## src/rtl/pulse_cmd_parser_if.sv

```systemverilog
// UART-side byte stream (RX bytes in, ACK/NAK bytes out) between the UART and pulse_cmd_parser.
// master = UART side, slave = parser side.
interface pulse_cmd_parser_if;
  logic [7:0] rx_data;
  logic       rx_valid;
  logic [7:0] tx_data;
  logic       tx_valid;
  logic       tx_ready;

  modport master (output rx_data, output rx_valid, output tx_ready, input tx_data, input tx_valid);
  modport slave  (input rx_data, input rx_valid, input tx_ready, output tx_data, output tx_valid);
endinterface

```

## src/rtl/pulse_cmd_parser.sv

```systemverilog
// Framed XOR-checksummed command parser that commits pulse parameters atomically.
// Optional ACK/NAK reply on the tx side is enabled by defining PARSER_ACK_EN.
module pulse_cmd_parser #(
  parameter int unsigned TIMEOUT_CYCLES = 120000,
  parameter logic [7:0]  SYNC_BYTE      = 8'hA5,
  parameter logic [7:0]  DEF_PER        = 8'd10,
  parameter logic [15:0] DEF_WID        = 16'd30,
  parameter logic [15:0] DEF_DEL        = 16'd200
) (
  input  logic                 clk,
  input  logic                 resetn,
  pulse_cmd_parser_if.slave    bus,
  output logic [7:0]           per,
  output logic [15:0]          p1wid,
  output logic [15:0]          del,
  output logic [15:0]          p2wid,
  output logic [7:0]           p_bl,
  output logic                 pu,
  output logic                 cp,
  output logic                 bl,
  output logic                 rxd,
  output logic                 frame_err
);
  typedef enum logic [1:0] {S_IDLE, S_PAYLOAD, S_CHECK, S_COMMIT} state_e;

  localparam logic [16:0] TMO_LIMIT = 17'(TIMEOUT_CYCLES);
  localparam logic [16:0] TMR_MAX   = 17'h1FFFF;
  localparam logic [7:0]  ACK_BYTE  = 8'h06;
  localparam logic [7:0]  NAK_BYTE  = 8'h15;

  state_e          state_q, state_d;
  logic [3:0]      idx_q, idx_d;
  logic [7:0]      csum_q, csum_d;
  logic [7:0][7:0] shadow_q, shadow_d;
  logic [2:0]      flag_q, flag_d;
  logic [16:0]     tmr_q, tmr_d;
  logic [7:0]      per_q, per_d, p_bl_q, p_bl_d;
  logic [15:0]     p1wid_q, p1wid_d, del_q, del_d, p2wid_q, p2wid_d;
  logic [2:0]      mode_q, mode_d;
  logic            rxd_q, rxd_d, ferr_q, ferr_d;
  logic [7:0]      tx_data_q, tx_data_d;
  logic            tx_valid_q, tx_valid_d;
  logic            ack_s, nak_s;
  logic            sync_s, tmo_s, sum_ok_s;

  function automatic logic [16:0] sat_inc(input logic [16:0] v);
    if (v == TMR_MAX) sat_inc = v;
    else              sat_inc = v + 17'd1;
  endfunction

  assign sync_s   = bus.rx_valid && (bus.rx_data == SYNC_BYTE);
  assign tmo_s    = !bus.rx_valid && (tmr_q >= TMO_LIMIT);
  assign sum_ok_s = (bus.rx_data == csum_q);

  always_ff @(posedge clk) begin
    if (!resetn) state_q <= S_IDLE;
    else         state_q <= state_d;
  end

  always_comb begin
    state_d = state_q;
    case (state_q)
      S_IDLE, S_COMMIT: begin
        if (sync_s) state_d = S_PAYLOAD;
        else        state_d = S_IDLE;
      end
      S_PAYLOAD: begin
        if (bus.rx_valid && (idx_q == 4'd8)) state_d = S_CHECK;
        else if (tmo_s)                      state_d = S_IDLE;
        else                                 state_d = S_PAYLOAD;
      end
      S_CHECK: begin
        if (bus.rx_valid) state_d = sum_ok_s ? S_COMMIT : S_IDLE;
        else if (tmo_s)   state_d = S_IDLE;
        else              state_d = S_CHECK;
      end
      default: state_d = S_IDLE;
    endcase
  end

  // Datapath next-state: byte capture, checksum, gap timer and the atomic commit.
  always_comb begin
    idx_d    = idx_q;
    csum_d   = csum_q;
    shadow_d = shadow_q;
    flag_d   = flag_q;
    tmr_d    = tmr_q;
    per_d    = per_q;
    p1wid_d  = p1wid_q;
    del_d    = del_q;
    p2wid_d  = p2wid_q;
    p_bl_d   = p_bl_q;
    mode_d   = mode_q;
    rxd_d    = 1'b0;
    ferr_d   = 1'b0;
    ack_s    = 1'b0;
    nak_s    = 1'b0;
    case (state_q)
      S_IDLE: begin
        tmr_d = 17'd0;
        if (sync_s) begin
          idx_d  = 4'd0;
          csum_d = 8'h00;
        end else begin
          idx_d = idx_q;
        end
      end
      S_COMMIT: begin
        tmr_d   = 17'd0;
        per_d   = shadow_q[0];
        p1wid_d = {shadow_q[1], shadow_q[2]};
        del_d   = {shadow_q[3], shadow_q[4]};
        p2wid_d = {shadow_q[5], shadow_q[6]};
        p_bl_d  = shadow_q[7];
        mode_d  = flag_q;
        rxd_d   = 1'b1;
        ack_s   = 1'b1;
        if (sync_s) begin
          idx_d  = 4'd0;
          csum_d = 8'h00;
        end else begin
          idx_d = idx_q;
        end
      end
      S_PAYLOAD: begin
        if (bus.rx_valid) begin
          if (idx_q[3]) flag_d = bus.rx_data[2:0];
          else          shadow_d[idx_q[2:0]] = bus.rx_data;
          csum_d = csum_q ^ bus.rx_data;
          idx_d  = idx_q + 4'd1;
          tmr_d  = 17'd0;
        end else if (tmo_s) begin
          ferr_d = 1'b1;
          tmr_d  = 17'd0;
        end else begin
          tmr_d = sat_inc(tmr_q);
        end
      end
      S_CHECK: begin
        if (bus.rx_valid) begin
          tmr_d = 17'd0;
          if (!sum_ok_s) begin
            ferr_d = 1'b1;
            nak_s  = 1'b1;
          end else begin
            ferr_d = 1'b0;
          end
        end else if (tmo_s) begin
          ferr_d = 1'b1;
          tmr_d  = 17'd0;
        end else begin
          tmr_d = sat_inc(tmr_q);
        end
      end
      default: begin
        tmr_d = 17'd0;
        idx_d = 4'd0;
      end
    endcase
  end

`ifdef PARSER_ACK_EN
  // A fresh ACK/NAK always wins over the handshake drop, overwriting a pending byte.
  always_comb begin
    tx_data_d  = tx_data_q;
    tx_valid_d = tx_valid_q;
    if (ack_s) begin
      tx_data_d  = ACK_BYTE;
      tx_valid_d = 1'b1;
    end else if (nak_s) begin
      tx_data_d  = NAK_BYTE;
      tx_valid_d = 1'b1;
    end else if (tx_valid_q && bus.tx_ready) begin
      tx_valid_d = 1'b0;
    end else begin
      tx_valid_d = tx_valid_q;
    end
  end
`else
  logic tx_ready_unused_s;
  assign tx_ready_unused_s = bus.tx_ready;
  assign tx_data_d  = 8'h00;
  assign tx_valid_d = 1'b0;
`endif

  // Datapath and output registers.
  always_ff @(posedge clk) begin
    if (!resetn) begin
      idx_q      <= 4'd0;
      csum_q     <= 8'h00;
      shadow_q   <= '0;
      flag_q     <= 3'd0;
      tmr_q      <= 17'd0;
      per_q      <= DEF_PER;
      p1wid_q    <= DEF_WID;
      del_q      <= DEF_DEL;
      p2wid_q    <= DEF_WID;
      p_bl_q     <= 8'd0;
      mode_q     <= 3'd0;
      rxd_q      <= 1'b0;
      ferr_q     <= 1'b0;
      tx_data_q  <= 8'h00;
      tx_valid_q <= 1'b0;
    end else begin
      idx_q      <= idx_d;
      csum_q     <= csum_d;
      shadow_q   <= shadow_d;
      flag_q     <= flag_d;
      tmr_q      <= tmr_d;
      per_q      <= per_d;
      p1wid_q    <= p1wid_d;
      del_q      <= del_d;
      p2wid_q    <= p2wid_d;
      p_bl_q     <= p_bl_d;
      mode_q     <= mode_d;
      rxd_q      <= rxd_d;
      ferr_q     <= ferr_d;
      tx_data_q  <= tx_data_d;
      tx_valid_q <= tx_valid_d;
    end
  end

  assign per          = per_q;
  assign p1wid        = p1wid_q;
  assign del          = del_q;
  assign p2wid        = p2wid_q;
  assign p_bl         = p_bl_q;
  assign pu           = mode_q[0];
  assign cp           = mode_q[1];
  assign bl           = mode_q[2];
  assign rxd          = rxd_q;
  assign frame_err    = ferr_q;
  assign bus.tx_data  = tx_data_q;
  assign bus.tx_valid = tx_valid_q;
endmodule
```

## src/flat_wrapper.sv

```systemverilog
// flat-port wrapper written by rule: the top's interface ports become plain ports
module pulse_cmd_parser_flat 
#(
  parameter int unsigned TIMEOUT_CYCLES = 120000,
  parameter logic [7:0]  SYNC_BYTE      = 8'hA5,
  parameter logic [7:0]  DEF_PER        = 8'd10,
  parameter logic [15:0] DEF_WID        = 16'd30,
  parameter logic [15:0] DEF_DEL        = 16'd200
)
  (clk, resetn, per, p1wid, del, p2wid, p_bl, pu, cp, bl, rxd, frame_err, bus_rx_data, bus_rx_valid, bus_tx_ready, bus_tx_data, bus_tx_valid);
  pulse_cmd_parser_if bus_i ();
  input  logic clk;
  input  logic resetn;
  output logic [7:0] per;
  output logic [15:0] p1wid;
  output logic [15:0] del;
  output logic [15:0] p2wid;
  output logic [7:0] p_bl;
  output logic pu;
  output logic cp;
  output logic bl;
  output logic rxd;
  output logic frame_err;
  input wire logic [$bits(bus_i.rx_data)-1:0] bus_rx_data;
  input wire logic [$bits(bus_i.rx_valid)-1:0] bus_rx_valid;
  input wire logic [$bits(bus_i.tx_ready)-1:0] bus_tx_ready;
  output wire logic [$bits(bus_i.tx_data)-1:0] bus_tx_data;
  output wire logic [$bits(bus_i.tx_valid)-1:0] bus_tx_valid;
  assign bus_i.rx_data = bus_rx_data;
  assign bus_i.rx_valid = bus_rx_valid;
  assign bus_i.tx_ready = bus_tx_ready;
  assign bus_tx_data = bus_i.tx_data;
  assign bus_tx_valid = bus_i.tx_valid;
  pulse_cmd_parser #(.TIMEOUT_CYCLES(TIMEOUT_CYCLES), .SYNC_BYTE(SYNC_BYTE), .DEF_PER(DEF_PER), .DEF_WID(DEF_WID), .DEF_DEL(DEF_DEL)) u_core (.clk(clk), .resetn(resetn), .bus(bus_i), .per(per), .p1wid(p1wid), .del(del), .p2wid(p2wid), .p_bl(p_bl), .pu(pu), .cp(cp), .bl(bl), .rxd(rxd), .frame_err(frame_err));
endmodule
```

## config.mk

```make
export PLATFORM = sky130hd
export DESIGN_NAME = pulse_cmd_parser_flat
export DESIGN_NICKNAME = d
export VERILOG_FILES = /design/src/rtl/pulse_cmd_parser_if.sv /design/src/rtl/pulse_cmd_parser.sv /design/src/flat_wrapper.sv
export SDC_FILE = /design/constraint.sdc
export NUM_CORES = 1
export LEC_CHECK = 0
export CAP_MARGIN = 25
export CELL_PAD_IN_SITES_DETAIL_PLACEMENT = 1
export CELL_PAD_IN_SITES_GLOBAL_PLACEMENT = 2
export CORE_MARGIN = 3
export CORE_UTILIZATION = 38
export DETAILED_ROUTE_END_ITERATION = 10
export PLACE_DENSITY = 0.82
export SYNTH_ARGS = -nofsm -noshare
export SYNTH_HDL_FRONTEND = slang
export SYNTH_SLANG_ARGS = --single-unit
```

## constraint.sdc

```tcl
create_clock -name clk -period 3.9 [get_ports clk]
set_input_delay 0.78 -clock clk [delete_from_list [all_inputs] [get_ports clk]]
set_output_delay 0.78 -clock clk [all_outputs]
set_load 0.1 [all_outputs]
```

==> flow_summary.ini, run 1 <==
[synthesis]
async_flop_share_pct = 0
synth_common_cells = 167 x dfxtp_1, 128 x mux2i_1, 117 x nor2b_1
yosys_warnings = 0
synth.distinct_cells = 53
synth_top_area_share_pct = 47.9
synth-simple-area-share_pct = 20.8
synth-seq-cells = 167
synth_flop_cell = dfxtp_1
yosysSeqAreaShare_pct = 47.9
synthXorXnorAreaFrac_pct = 1.26
yosys.area.top_type = dfxtp_1
yosys.area_share.adder_pct = 1.43
synth_compound_area_share_pct = 5.74
synth_edf_count = 0
syn-cell-area_mm2 = 0.00698
synthMuxAreaShare_pct = 18.4
syn-mean-instance-area_um2 = 9.97
syn_inst = 700
synth_top_family_by_area = simple AND/OR/NAND/NOR gates
ys_top_cells_by_area = dfxtp_1 48%, mux2i_1 18%, nor2b_1 10%
synth.most_common_cell = dfxtp_1

[global_routing]
antenna_found_initial = 0
grt_pass1_wl_mm = 27.6
grt_pass1_vias = 5306
grt_overflow_total = 0
grt_util_all_layers_pct = 17.4
grt_max_degree = 77

[clock_tree]
cts-root-buf = clkbuf_16
cts_hold_buf = 0
worstSkewPairLatency_ns = 0.43
clk_pin_slew_ns = 0.06
cts_htree_levels = 4
ctsLongestPathBuffers = 2
post_cts_resized = 0
cts_inserted_buffers = 17
cts_setup_buffers = 0
cts_tree = done
cts_sinks = 167

[cells_and_area]
syn_to_final_growth_pct = 23.0
final_util_pct = 48.6
nNetsFinal = 786
n_antenna_cell = 0
layout.area.seq_mm2 = 0.00334
fillCellCount = 1964
final_layout_size_suffix_gt1_share_pct = 7.20
final_cell_count_no_fill = 1003
fin_area_mm2 = 0.00859
multiInputGateArea_mm2 = 0.00337

[timing]
finalSetupViolCount = 0
worst_pin_slew_ns = 0.999
fmax_ghz = 0.350
maxSlewHeadroom_pct = 33.2
finalCriticalPeriod_ns = 2.86
grt_setup_unrepaired = false
setup_tns_ns = 0
final_max_slew_viol_count = 0
skew_ns = 0.00619
fin_crit_sh_pct = 73.3
final-hold-violation-count = 0

[drt]
routedWlPerCell_um = 16.9
ant_nets = 0
drt-pass1-iter-count = 4
vias = 5156
vias_per_cell = 5.14
drt_drc_violations_left = 0
finalWirelength_mm = 17.0
drtIter0Drc = 194

[outcome]
status = completed

[floorplanning]
initial_utilization_pct = 39.5
chipHeight_um = 142
fp.dieW_um = 142
dieArea_mm2 = 0.0200
num_rows = 48
core_region_area_mm2 = 0.0177
io_pins = 90

[worst_setup_path]
max_stage_delay_ns = 0.55
critical_path_class = primary input to register
cp.arrival_ns = 3.21
cp.required_ns = 4.25
crit_path_start_kind = primary input
crit_fanout = 18
worstSetupEndpointType = register
crit_chain = clkdlybuf4s50_1 -> buf_4 -> nand2_1 -> o41ai_1 -> nand2b_1 -> or2_2 -> o22ai_1
cp.buffers_inverters = 2
crit_path_top_delay_cell = o41ai_1
crit_family = simple AND/OR/NAND/NOR gates

[power]
worst_ir_drop_vdd_mv = 0.308
p_per_area_mw_per_mm2 = 418
p_leak_nw = 2.93

[run]
maxCapViolCount = 0

[placement]
place_congestion = 0.734
placedCellCount = 972
dp_hpwl_mm = 11.5
portBuffers = 79
placed_area_mm2 = 0.00798

[hold_path]
hp-class = register to register
==> layout make-up <==
cell class | instances | area share [%]
Multi-Input combinational cell | 472 | 39.3
Sequential cell | 167 | 38.9
Timing Repair Buffer | 95 | 10.8
Clock buffer | 18 | 5.12
Tap cell | 225 | 3.28
Clock inverter | 13 | 1.98
Inverter | 13 | 0.568
==> sequential cells by signal (all words and copies together) (netlist names) <==
signal and flops:
u_core.csum_q 8, u_core.del 16, u_core.flag_q 3, u_core.frame_err 1, u_core.idx_q 4, u_core.mode_q 3, u_core.p1wid 16, u_core.p2wid 16
u_core.p_bl 8, u_core.per 8, u_core.rxd 1, u_core.shadow_q 64, u_core.state_q 2, u_core.tmr_q 17
==> cell families (layout without fill, tap and decap cells) <==
logic type	Yosys count	after routing
AOI/OAI and AO/OA	63	63
xor gates and xnor gates	10	10
adders and majority gates	8	8
buffers and inverters	69	139
DFF	167	167
muxes	128	128
other	1	9
and+or+nand+nor	254	254
==> report_power, final <==
group,total (mW),internal (mW),switching [mW]
Sequential,1.70,1.70,0.0000837
Combinational,0.132,0.0390,0.0935
Clock,1.75,1.03,0.721
==> path summary, 6_finish.rpt <==
path | start | endpoint | slack (ns) | cells after the start
min | u_core.shadow_q[1] | u_core.shadow_q[1] | 0.47 | 2
min reg2reg | u_core.shadow_q[1] | u_core.shadow_q[1] | 0.47 | 2
max | bus_rx_valid | u_core.csum_q[7] | 1.04 | 7
max reg2reg | u_core.state_q[0] | u_core.shadow_q[34] | 1.10 | 6
==> worst reg2reg max path: stages (launching register included) <==
cell and delay [ns]:
dfxtp_1 0.41, ha_1 0.62, nand2_2 0.26, nor3_1 0.41, nand3_1 0.58, mux2i_1 0.36, nor2b_1 0.07
==> cell usage in the layout, fill, tap and decap left out, types with 4 or more instances in the layout <==
master / synthesis / routed
a21boi_0: 9 / 9
xor2_1: 9 / 9
nand4_1: 5 / 5
nor2b_1: 117 / 117
nand3_1: 20 / 20
dfxtp_1: 167 / 167
nand4b_1: 6 / 6
ha_1: 8 / 7
mux2i_1: 128 / 128
or3_1: 5 / 5
conb_1: 1 / 9
nand2_1: 56 / 56
nand2b_1: 4 / 4
a21oi_1: 17 / 17
inv_1: 13 / 13
nor2_1: 14 / 14
buf_4: 11 / 16
o21ai_0: 16 / 16
inv_6: 0 / 4
nor3_1: 5 / 5
clkdlybuf4s50_1: 0 / 78
clkbuf_16: 0 / 17
==> metal layers <==
layer	global-route usage, %	routed length, um
met3	4.31	717
met4	5.91	246
met5	0	0
met1	21.5	7550
met2	29.6	8450
==> stage by stage <==
stage	power (mW)	setup slack [ns]	hold WS [ns]
after CTS	3.64	1.08	0.481
after global routing	3.71	0.883	0.505
after floorplan	1.84	1.70	0.436
after global placement	1.87	0.721	0.449
after detailed placement	1.88	0.648	0.465
final	3.59	1.04	0.472
(Power assumes the default switching activity.)
==> inputs of run 2 (changes only) <==
--- a/config.mk
+++ b/config.mk
@@ -9,9 +9,9 @@
 export CELL_PAD_IN_SITES_DETAIL_PLACEMENT = 1
 export CELL_PAD_IN_SITES_GLOBAL_PLACEMENT = 2
 export CORE_MARGIN = 3
-export CORE_UTILIZATION = 38
+export CORE_UTILIZATION = 32
 export DETAILED_ROUTE_END_ITERATION = 10
-export PLACE_DENSITY = 0.82
+export PLACE_DENSITY = 0.73
 export SYNTH_ARGS = -nofsm -noshare
 export SYNTH_HDL_FRONTEND = slang
 export SYNTH_SLANG_ARGS = --single-unit
==> constraint.sdc (replaced) <==
create_clock -name clk -period 2.5 [get_ports clk]
set_input_delay 0.5 -clock clk [delete_from_list [all_inputs] [get_ports clk]]
set_output_delay 0.5 -clock clk [all_outputs]
set_load 0.1 [all_outputs]
==> flow_summary.ini, run 2 (same netlist as run 1, synthesis figures left out) <==
[outcome]
status = completed

[power]
p_leak_nw = 3.12
p_per_area_mw_per_mm2 = 613
worst_ir_drop_vdd_mv = 0.380

[hold_path]
hp-class = register to register
hold-path-cell-count = 2

[global_routing]
grt_max_degree = 161
antenna_found_initial = 0
grt_overflow_total = 0
grt_pass1_wl_mm = 29.2
grt_util_all_layers_pct = 15.3
grt_pass1_vias = 5425

[placement]
dp_hpwl_mm = 12.2
place_ws_ns = -0.0513
placedCellCount = 1042
portBuffers = 79
place_congestion = 0.776

[timing]
maxSlewHeadroom_pct = 61.6
fin_crit_sh_pct = 90.3
grt_setup_unrepaired = false
fmax_ghz = 0.443
finalWorstSetupSlack_ns = 0.243
worst_pin_slew_ns = 0.576
final-hold-violation-count = 0
final_max_slew_viol_count = 0
setup_tns_ns = 0
finalSetupViolCount = 0
holdWs_ns = 0.473
skew_ns = 0.00915
finalCriticalPeriod_ns = 2.26

[drt]
ant_nets = 0
routedWlPerCell_um = 16.5
drt_drc_violations_left = 0
drt-pass1-iter-count = 4
vias_per_cell = 4.80
vias = 5146
finalWirelength_mm = 17.7
drtIter0Drc = 252

[cells_and_area]
final_layout_size_suffix_gt1_share_pct = 18.3
nNetsFinal = 806
syn_to_final_growth_pct = 23.4
reg.largest.list = u_core.shadow_q (64), u_core.tmr_q (17)
mostFrequentLayoutCell = dfxtp_1
largest_register_ffs = 64
regMostFlops = u_core.shadow_q
final_cell_count_no_fill = 1072
final_util_pct = 40.6
n_antenna_cell = 0
mostFrequentLayoutCells = 167 x dfxtp_1, 128 x mux2i_1, 117 x nor2b_1, 100 x buf_4, 56 x nand2_1

[worst_setup_path]
crit_fanout = 5
crit_path_start_kind = register
critical_path_class = register to register
crit_path_top_delay_cell = nor3_1
cp.arrival_ns = 2.56
worstSetupEndpointType = register
reg2reg_depth = 9
cp.required_ns = 2.81
max_stage_delay_ns = 0.46
crit_chain = and4_1 -> and3_1 -> nand4_1 -> nor2_1 -> ha_2 -> nor3_1 -> nand4_1 -> xor2_1 -> nor2_1

[clock_tree]
worstSkewPairLatency_ns = 0.42
ctsLongestPathBuffers = 2
cts_htree_levels = 4
clk_pin_slew_ns = 0.07
cts-root-buf = clkbuf_16
cts_hold_buf = 0
cts_inserted_buffers = 17
cts_setup_buffers = 0
cts_tree = done
cts_sinks = 167

[floorplanning]
io_pins = 90
fp.dieW_um = 154
dieArea_mm2 = 0.0236
chipHeight_um = 154
num_rows = 53
core_region_area_mm2 = 0.0212
initial_utilization_pct = 32.9

[run]
maxCapViolCount = 0
run 2: metal layers:
| metal | vias up | routed length, um | share of wire (%) | global-route usage (%) |
|---|---|---|---|---|
| met2 | 72 | 8500 | 48 | 25.5 |
| met5 | - | 0 | 0 | 0 |
| li1 | 2527 | - | - | - |
| met4 | 0 | 146 | 0.82 | 3.91 |
| met3 | 12 | 510 | 2.9 | 3.43 |
| met1 | 2535 | 8580 | 48 | 20.1 |
run 2: per-stage QoR:
step | power (mW) | cell area (um2)
6_report | 5.28 | 8610
4_1_cts | 5.36 | 8610
2_1_floorplan | 2.88 | 7010
3_3_place_gp | 2.94 | 8070
5_1_grt | 5.50 | 8610
3_5_place_dp | 2.94 | 8070
run 2: where the power goes:
part / internal, mW / leakage (nW) / switching, mW
Sequential: 2.66 / 1.34 / 0.000122
Combinational: 0.0673 / 1.51 / 0.151
Clock: 1.31 / 0.270 / 1.09
Total: 4.03 / 3.12 / 1.25
run 2: path summary, 6_finish.rpt:
kind	slack (ns)	startpoint	to
max	0.24	u_core.tmr_q[8]	u_core.tmr_q[15]
min	0.47	u_core.shadow_q[0]	u_core.shadow_q[0]
min reg2reg	0.47	u_core.shadow_q[0]	u_core.shadow_q[0]
max reg2reg	0.24	u_core.tmr_q[8]	u_core.tmr_q[15]
run 2: final cells by class:
| class | count | area, um2 |
|---|---|---|
| Fill cell | 2408 | 12600 |
| Multi-Input combinational cell | 472 | 3380 |
| Sequential cell | 167 | 3340 |
| Timing Repair Buffer | 115 | 961 |
| Clock buffer | 18 | 439 |
| Tap cell | 275 | 344 |
| Clock inverter | 12 | 95.1 |
| Inverter | 13 | 48.8 |
run 2: critical path: cells and delay by family (launching register included):
kind	cells	cell delay, ns
XOR/XNOR	1	0.18
AND/OR/NAND/NOR	7	1.39
adder cells (fa/ha/maj)	1	0.22
flip-flops	1	0.35
run 2: repair_timing:
action	4_1_cts	5_1_grt
hold endpoints to repair	0	0
resized for setup	0	2
endpoints found under the setup margin	0	10
